## src/rtl/pipe_mux_nx1.sv

```systemverilog
// Registered N:1 channel multiplexer with valid/ready handshake and a sticky bad-select flag.
// Define MUX_SKID_EN for a 2-entry skid buffer; the default build uses a single output register.
module pipe_mux_nx1 #(
  parameter int WIDTH  = 5,
  parameter int NUM_IN = 2,
  parameter int SEL_W  = 1
) (
  input  logic                    clk,
  input  logic                    rst_n,
  input  logic [NUM_IN*WIDTH-1:0] in_data,
  input  logic [SEL_W-1:0]        in_sel,
  input  logic                    in_valid,
  output logic                    in_ready,
  output logic [WIDTH-1:0]        out_data,
  output logic [SEL_W-1:0]        out_sel,
  output logic                    out_valid,
  input  logic                    out_ready,
  output logic                    sel_err,
  input  logic                    err_clr
);

  localparam logic [SEL_W:0] NUM_IN_L = (SEL_W+1)'(NUM_IN);

  // Unused select codes deliver zeros instead of reading past the packed bus.
  function automatic logic [WIDTH-1:0] pick_chan(input logic [NUM_IN*WIDTH-1:0] d,
                                                 input logic [SEL_W-1:0]        s);
    logic [WIDTH-1:0] r;
    r = '0;
    for (int k = 0; k < NUM_IN; k++) begin
      if ({1'b0, s} == (SEL_W+1)'(k)) r = d[k*WIDTH +: WIDTH];
    end
    return r;
  endfunction

`ifdef MUX_SKID_EN
  typedef enum logic [1:0] {EMPTY = 2'd0, ONE = 2'd1, TWO = 2'd2} state_t;
`else
  typedef enum logic [1:0] {EMPTY = 2'd0, ONE = 2'd1} state_t;
`endif

  state_t state_q, state_d;

  logic             accept;
  logic             consume;
  logic             oob_p0;
  logic [WIDTH-1:0] mux_data_p0;
  logic             load_head;
  logic [WIDTH-1:0] head_data_p1;
  logic [SEL_W-1:0] head_sel_p1;
  logic             vld_p1;

  // ---- stage 0: channel select and handshake decode ----
  assign mux_data_p0 = pick_chan(in_data, in_sel);
  assign oob_p0      = ({1'b0, in_sel} >= NUM_IN_L);
  assign vld_p1      = (state_q != EMPTY);
  assign accept      = in_valid && in_ready;
  assign consume     = vld_p1 && out_ready;

`ifdef MUX_SKID_EN
  logic             load_skid;
  logic             move_skid;
  logic [WIDTH-1:0] skid_data_p1;
  logic [SEL_W-1:0] skid_sel_p1;

  // Ready comes only from the registered state, breaking the out_ready -> in_ready path.
  assign in_ready = (state_q != TWO);

  always_comb begin
    state_d   = state_q;
    load_head = 1'b0;
    load_skid = 1'b0;
    move_skid = 1'b0;
    case (state_q)
      EMPTY: begin
        if (accept) begin
          load_head = 1'b1;
          state_d   = ONE;
        end
      end
      ONE: begin
        if (accept && consume) begin
          load_head = 1'b1;
        end else if (accept) begin
          load_skid = 1'b1;
          state_d   = TWO;
        end else if (consume) begin
          state_d   = EMPTY;
        end
      end
      TWO: begin
        if (consume) begin
          move_skid = 1'b1;
          state_d   = ONE;
        end
      end
      default: state_d = EMPTY;
    endcase
  end

  always_ff @(posedge clk or negedge rst_n) begin
    if (!rst_n) begin
      skid_data_p1 <= '0;
      skid_sel_p1  <= '0;
    end else if (load_skid) begin
      skid_data_p1 <= mux_data_p0;
      skid_sel_p1  <= in_sel;
    end
  end
`else
  logic             move_skid;
  logic [WIDTH-1:0] skid_data_p1;
  logic [SEL_W-1:0] skid_sel_p1;

  assign move_skid    = 1'b0;
  assign skid_data_p1 = '0;
  assign skid_sel_p1  = '0;
  assign in_ready     = !vld_p1 || out_ready;

  always_comb begin
    state_d   = state_q;
    load_head = 1'b0;
    case (state_q)
      EMPTY: begin
        if (accept) begin
          load_head = 1'b1;
          state_d   = ONE;
        end
      end
      ONE: begin
        if (accept) begin
          load_head = 1'b1;
        end else if (consume) begin
          state_d   = EMPTY;
        end
      end
      default: state_d = EMPTY;
    endcase
  end
`endif

  always_ff @(posedge clk or negedge rst_n) begin
    if (!rst_n) state_q <= EMPTY;
    else        state_q <= state_d;
  end

  // ---- stage 1: output register ----
  always_ff @(posedge clk or negedge rst_n) begin
    if (!rst_n) begin
      head_data_p1 <= '0;
      head_sel_p1  <= '0;
    end else if (load_head) begin
      head_data_p1 <= mux_data_p0;
      head_sel_p1  <= in_sel;
    end else if (move_skid) begin
      head_data_p1 <= skid_data_p1;
      head_sel_p1  <= skid_sel_p1;
    end
  end

  // A new bad accept wins over a simultaneous clear.
  always_ff @(posedge clk or negedge rst_n) begin
    if (!rst_n) sel_err <= 1'b0;
    else        sel_err <= (sel_err && !err_clr) || (accept && oob_p0);
  end

  assign out_data  = head_data_p1;
  assign out_sel   = head_sel_p1;
  assign out_valid = vld_p1;

endmodule

```

## config.mk

```make
export PLATFORM = sky130hd
export DESIGN_NAME = pipe_mux_nx1
export DESIGN_NICKNAME = d
export VERILOG_FILES = /design/src/rtl/pipe_mux_nx1.sv
export SDC_FILE = /design/constraint.sdc
export NUM_CORES = 1
export LEC_CHECK = 0
export CORE_AREA = 2 2 39 41
export CTS_BUF_LIST = sky130_fd_sc_hd__clkbuf_8
export DETAILED_ROUTE_END_ITERATION = 7
export DIE_AREA = 0 0 41 43
export GPL_ROUTABILITY_DRIVEN = 1
export GPL_TIMING_DRIVEN = 0
export HOLD_SLACK_MARGIN = 0.05
export PLACE_DENSITY = 0.66
export REMOVE_ABC_BUFFERS = 1
export SLEW_MARGIN = 40
export SYNTH_ARGS = -nofsm -noshare
export SYNTH_HDL_FRONTEND = slang
export SYNTH_SLANG_ARGS = --single-unit
```

## constraint.sdc

```tcl
create_clock -name clk -period 2.29 [get_ports clk]
set_input_delay 0.687 -clock clk [delete_from_list [all_inputs] [get_ports clk]]
set_output_delay 0.687 -clock clk [all_outputs]
set_load 0.01 [all_outputs]
```

==> flow_summary.json, run 1 <==
{
  "synthTopCellsByCount": "dfrtp_1 (8), a31oi_1 (5), mux2i_1 (5)",
  "drc": 0,
  "globalplace.congestion": 0.639,
  "cts_tree": "done",
  "antenna_left": 0,
  "clock_path_buffers": 2,
  "synth.distinct_cells": 12,
  "fmax_mhz": 455,
  "num_antenna_cells": 0,
  "drt-pass1-iter-count": 3,
  "p_leak_nw": 0.283,
  "synth_cells": 31,
  "synth-async-reset-ratio": 1.00,
  "rows": 14,
  "path_max_fanout": 2,
  "maxSlewHeadroom": 0.673,
  "max-cap-violations": 0,
  "powerDensity_nw_per_um2": 658,
  "seq_power_share": 0.380,
  "cts_root_buf": "clkbuf_8",
  "avgRoutedWirePerCell_um": 11.0,
  "grt_first_pass_wirelength_um": 1280,
  "cts_sinks": 8,
  "worstPathArrival_ns": 1.51,
  "port_buffers": 24,
  "tightest_slew_ns": 0.488,
  "hold_violations": 0,
  "setup_viol": 0,
  "clock_skew_ns": 0.000264,
  "avgViaCountPerCell": 4.50,
  "die_w_um": 41,
  "yosysMostFrequentCell": "dfrtp_1",
  "multi_input_area_um2": 170,
  "post-route-period-util": 0.959,
  "grt_max_degree": 13,
  "ys.flop_type": "dfrtp_1",
  "fin_ws_ns": 0.0931,
  "htreeDepth": 1,
  "dp_cells": 68,
  "required_ns": 1.60,
  "seqCellArea_um2": 200,
  "synth_top_area_share": 0.500,
  "syn_area_um2": 400,
  "end_kind": "output port",
  "instances_no_fill": 72,
  "vdd_drop_max_uv": 284,
  "power_frac_clock": 0.366,
  "core_um2": 1380,
  "synth_warnings": 0,
  "p_sw_frac": 0.228,
  "clk_latency_ns": 0.22,
  "grt_pass1_vias": 317,
  "seq_area_frac_synth": 0.500,
  "fin_nets": 74,
  "die_h_um": 43,
  "final.fill_count": 137,
  "min_path_type": "reg -> reg",
  "area_growth_pct": 69.4,
  "synth_largest_area_cell": "dfrtp_1",
  "drtIter0Drc": 2,
  "power_mw": 0.446,
  "min_period_ns": 2.20,
  "ff2ff_path_depth": 4,
  "drive_above_1_share": 0.196,
  "power_switching_mw": 0.102,
  "synth-edff-count": 0,
  "start_util": 0.289,
  "grt-ovfl-total": 0,
  "synth-seq-cells": 8,
  "worst_setup_path_start_kind": "primary input",
  "maxSlewViolCount": 0,
  "ios": 25,
  "synthTopCellsByArea": "dfrtp_1 (50%), mux2i_1 (13%), a21oi_2 (8.8%), a31oi_1 (7.8%), buf_4 (3.8%)",
  "clk_pin_slew_ns": 0.04,
  "fin_util": 0.490,
  "critical_path_class": "in -> out",
  "min_path_cells": 1,
  "vias": 324,
  "cts-hold-fix-buffers": 0,
  "cts_buffers": 3,
  "die_area_um2": 1760,
  "rsz0062_at_grt": "no",
  "grt_usage": 0.118,
  "internal_power_mw": 0.344,
  "antenna_found_initial": 0,
  "avgSynthCellArea_um2": 12.9,
  "status": "finished, final reports clean",
  "pwr-share-comb": 0.254,
  "dp_slack_ns": -0.320,
  "wl_um": 795
}
kinds of logic after synthesis:
| family | Yosys count | share of synthesized area |
|---|---|---|
| flops | 8 | 0.500 |
| mux | 6 | 0.162 |
| simple gates | 4 | 0.0844 |
| buf+inv | 3 | 0.0750 |
| compound gates | 10 | 0.178 |
per-layer routing:
| metal | global-route usage | up-vias | wire [um] |
|---|---|---|---|
| met3 | 0.0314 | 4 | 48 |
| met1 | 0.139 | 137 | 378 |
| met2 | 0.141 | 19 | 327 |
| met4 | 0.160 | 0 | 41 |
| li1 | - | 164 | - |
| met5 | 0 | - | 0 |
cell usage in the layout, fill, tap and decap left out:
cell type,instances
clkbuf_8,3
or2b_1,1
nor2b_1,1
mux2_4,1
nand2b_4,1
dfrtp_1,8
mux2i_1,5
a21oi_1,1
a21oi_2,4
nand2_2,1
dlygate4sd2_1,1
a31oi_1,5
clkdlybuf4s50_1,23
buf_4,1
path summary, 6_finish.rpt:
| check | start | endpoint | slack [ns] |
|---|---|---|---|
| min in group asynchronous | rst_n | out_data[0] | 0.74 |
| setup / recovery | out_ready | in_ready | 0.09 |
| setup reg to reg | state_q[0] | out_sel | 1.13 |
| hold reg to reg | sel_err | sel_err | 0.50 |
| hold / removal | sel_err | sel_err | 0.50 |
| max in group asynchronous | rst_n | out_data[2] | 1.30 |
registers in the layout (all words and copies together), names as in the netlist:
register / count
state_q: 1
sel_err: 1
out_sel: 1
out_data: 5
what timing repair did:
action                                  in CTS  in global routing
buffers inserted                             1                  0
endpoints found under the setup margin       1                  0
gates resized for setup                      1                  0
worst max-delay path: stages:
cell,delay (ns)
clkdlybuf4s50_1,0.45
nand2b_4,0.11
dlygate4sd2_1,0.26
power groups by stage:
stage	sequential, mW	clock, mW	combinational (mW)
final	0.170	0.163	0.113
after CTS	0.170	0.167	0.114
after detailed placement	0.172	0	0.113
after global placement	0.172	0	0.112
after global routing	0.172	0.174	0.122
after floorplan	0.180	0	0.0315
metrics by stage:
step                      area [um2]  hold slack [ns]  setup TNS, ns
after floorplan                  370            0.391              0
after detailed placement         631            0.499         -0.320
final                            678            0.498              0
after global routing             678            0.533              0
after global placement           631            0.488         -0.321
after CTS                        678            0.511              0
layout make-up:
type                       instances  share of cell area
timing repair buffer              25               0.363
sequential                         8               0.295
multi-input combinational         20               0.251
clock buffer                       3              0.0609
tap                               16              0.0295
No activity file was read; power rests on OpenSTA's default activity.
==> run 2: changes to the inputs <==
--- a/config.mk
+++ b/config.mk
@@ -5,11 +5,11 @@
 export SDC_FILE = /design/constraint.sdc
 export NUM_CORES = 1
 export LEC_CHECK = 0
+export CAP_MARGIN = 5
 export CORE_AREA = 2 2 39 41
 export CTS_BUF_LIST = sky130_fd_sc_hd__clkbuf_8
 export DETAILED_ROUTE_END_ITERATION = 7
 export DIE_AREA = 0 0 41 43
-export GPL_ROUTABILITY_DRIVEN = 1
 export GPL_TIMING_DRIVEN = 0
 export HOLD_SLACK_MARGIN = 0.05
 export PLACE_DENSITY = 0.66
==> results of run 2 <==
The final DEF is identical to that of run 1; final timing and power are the same.
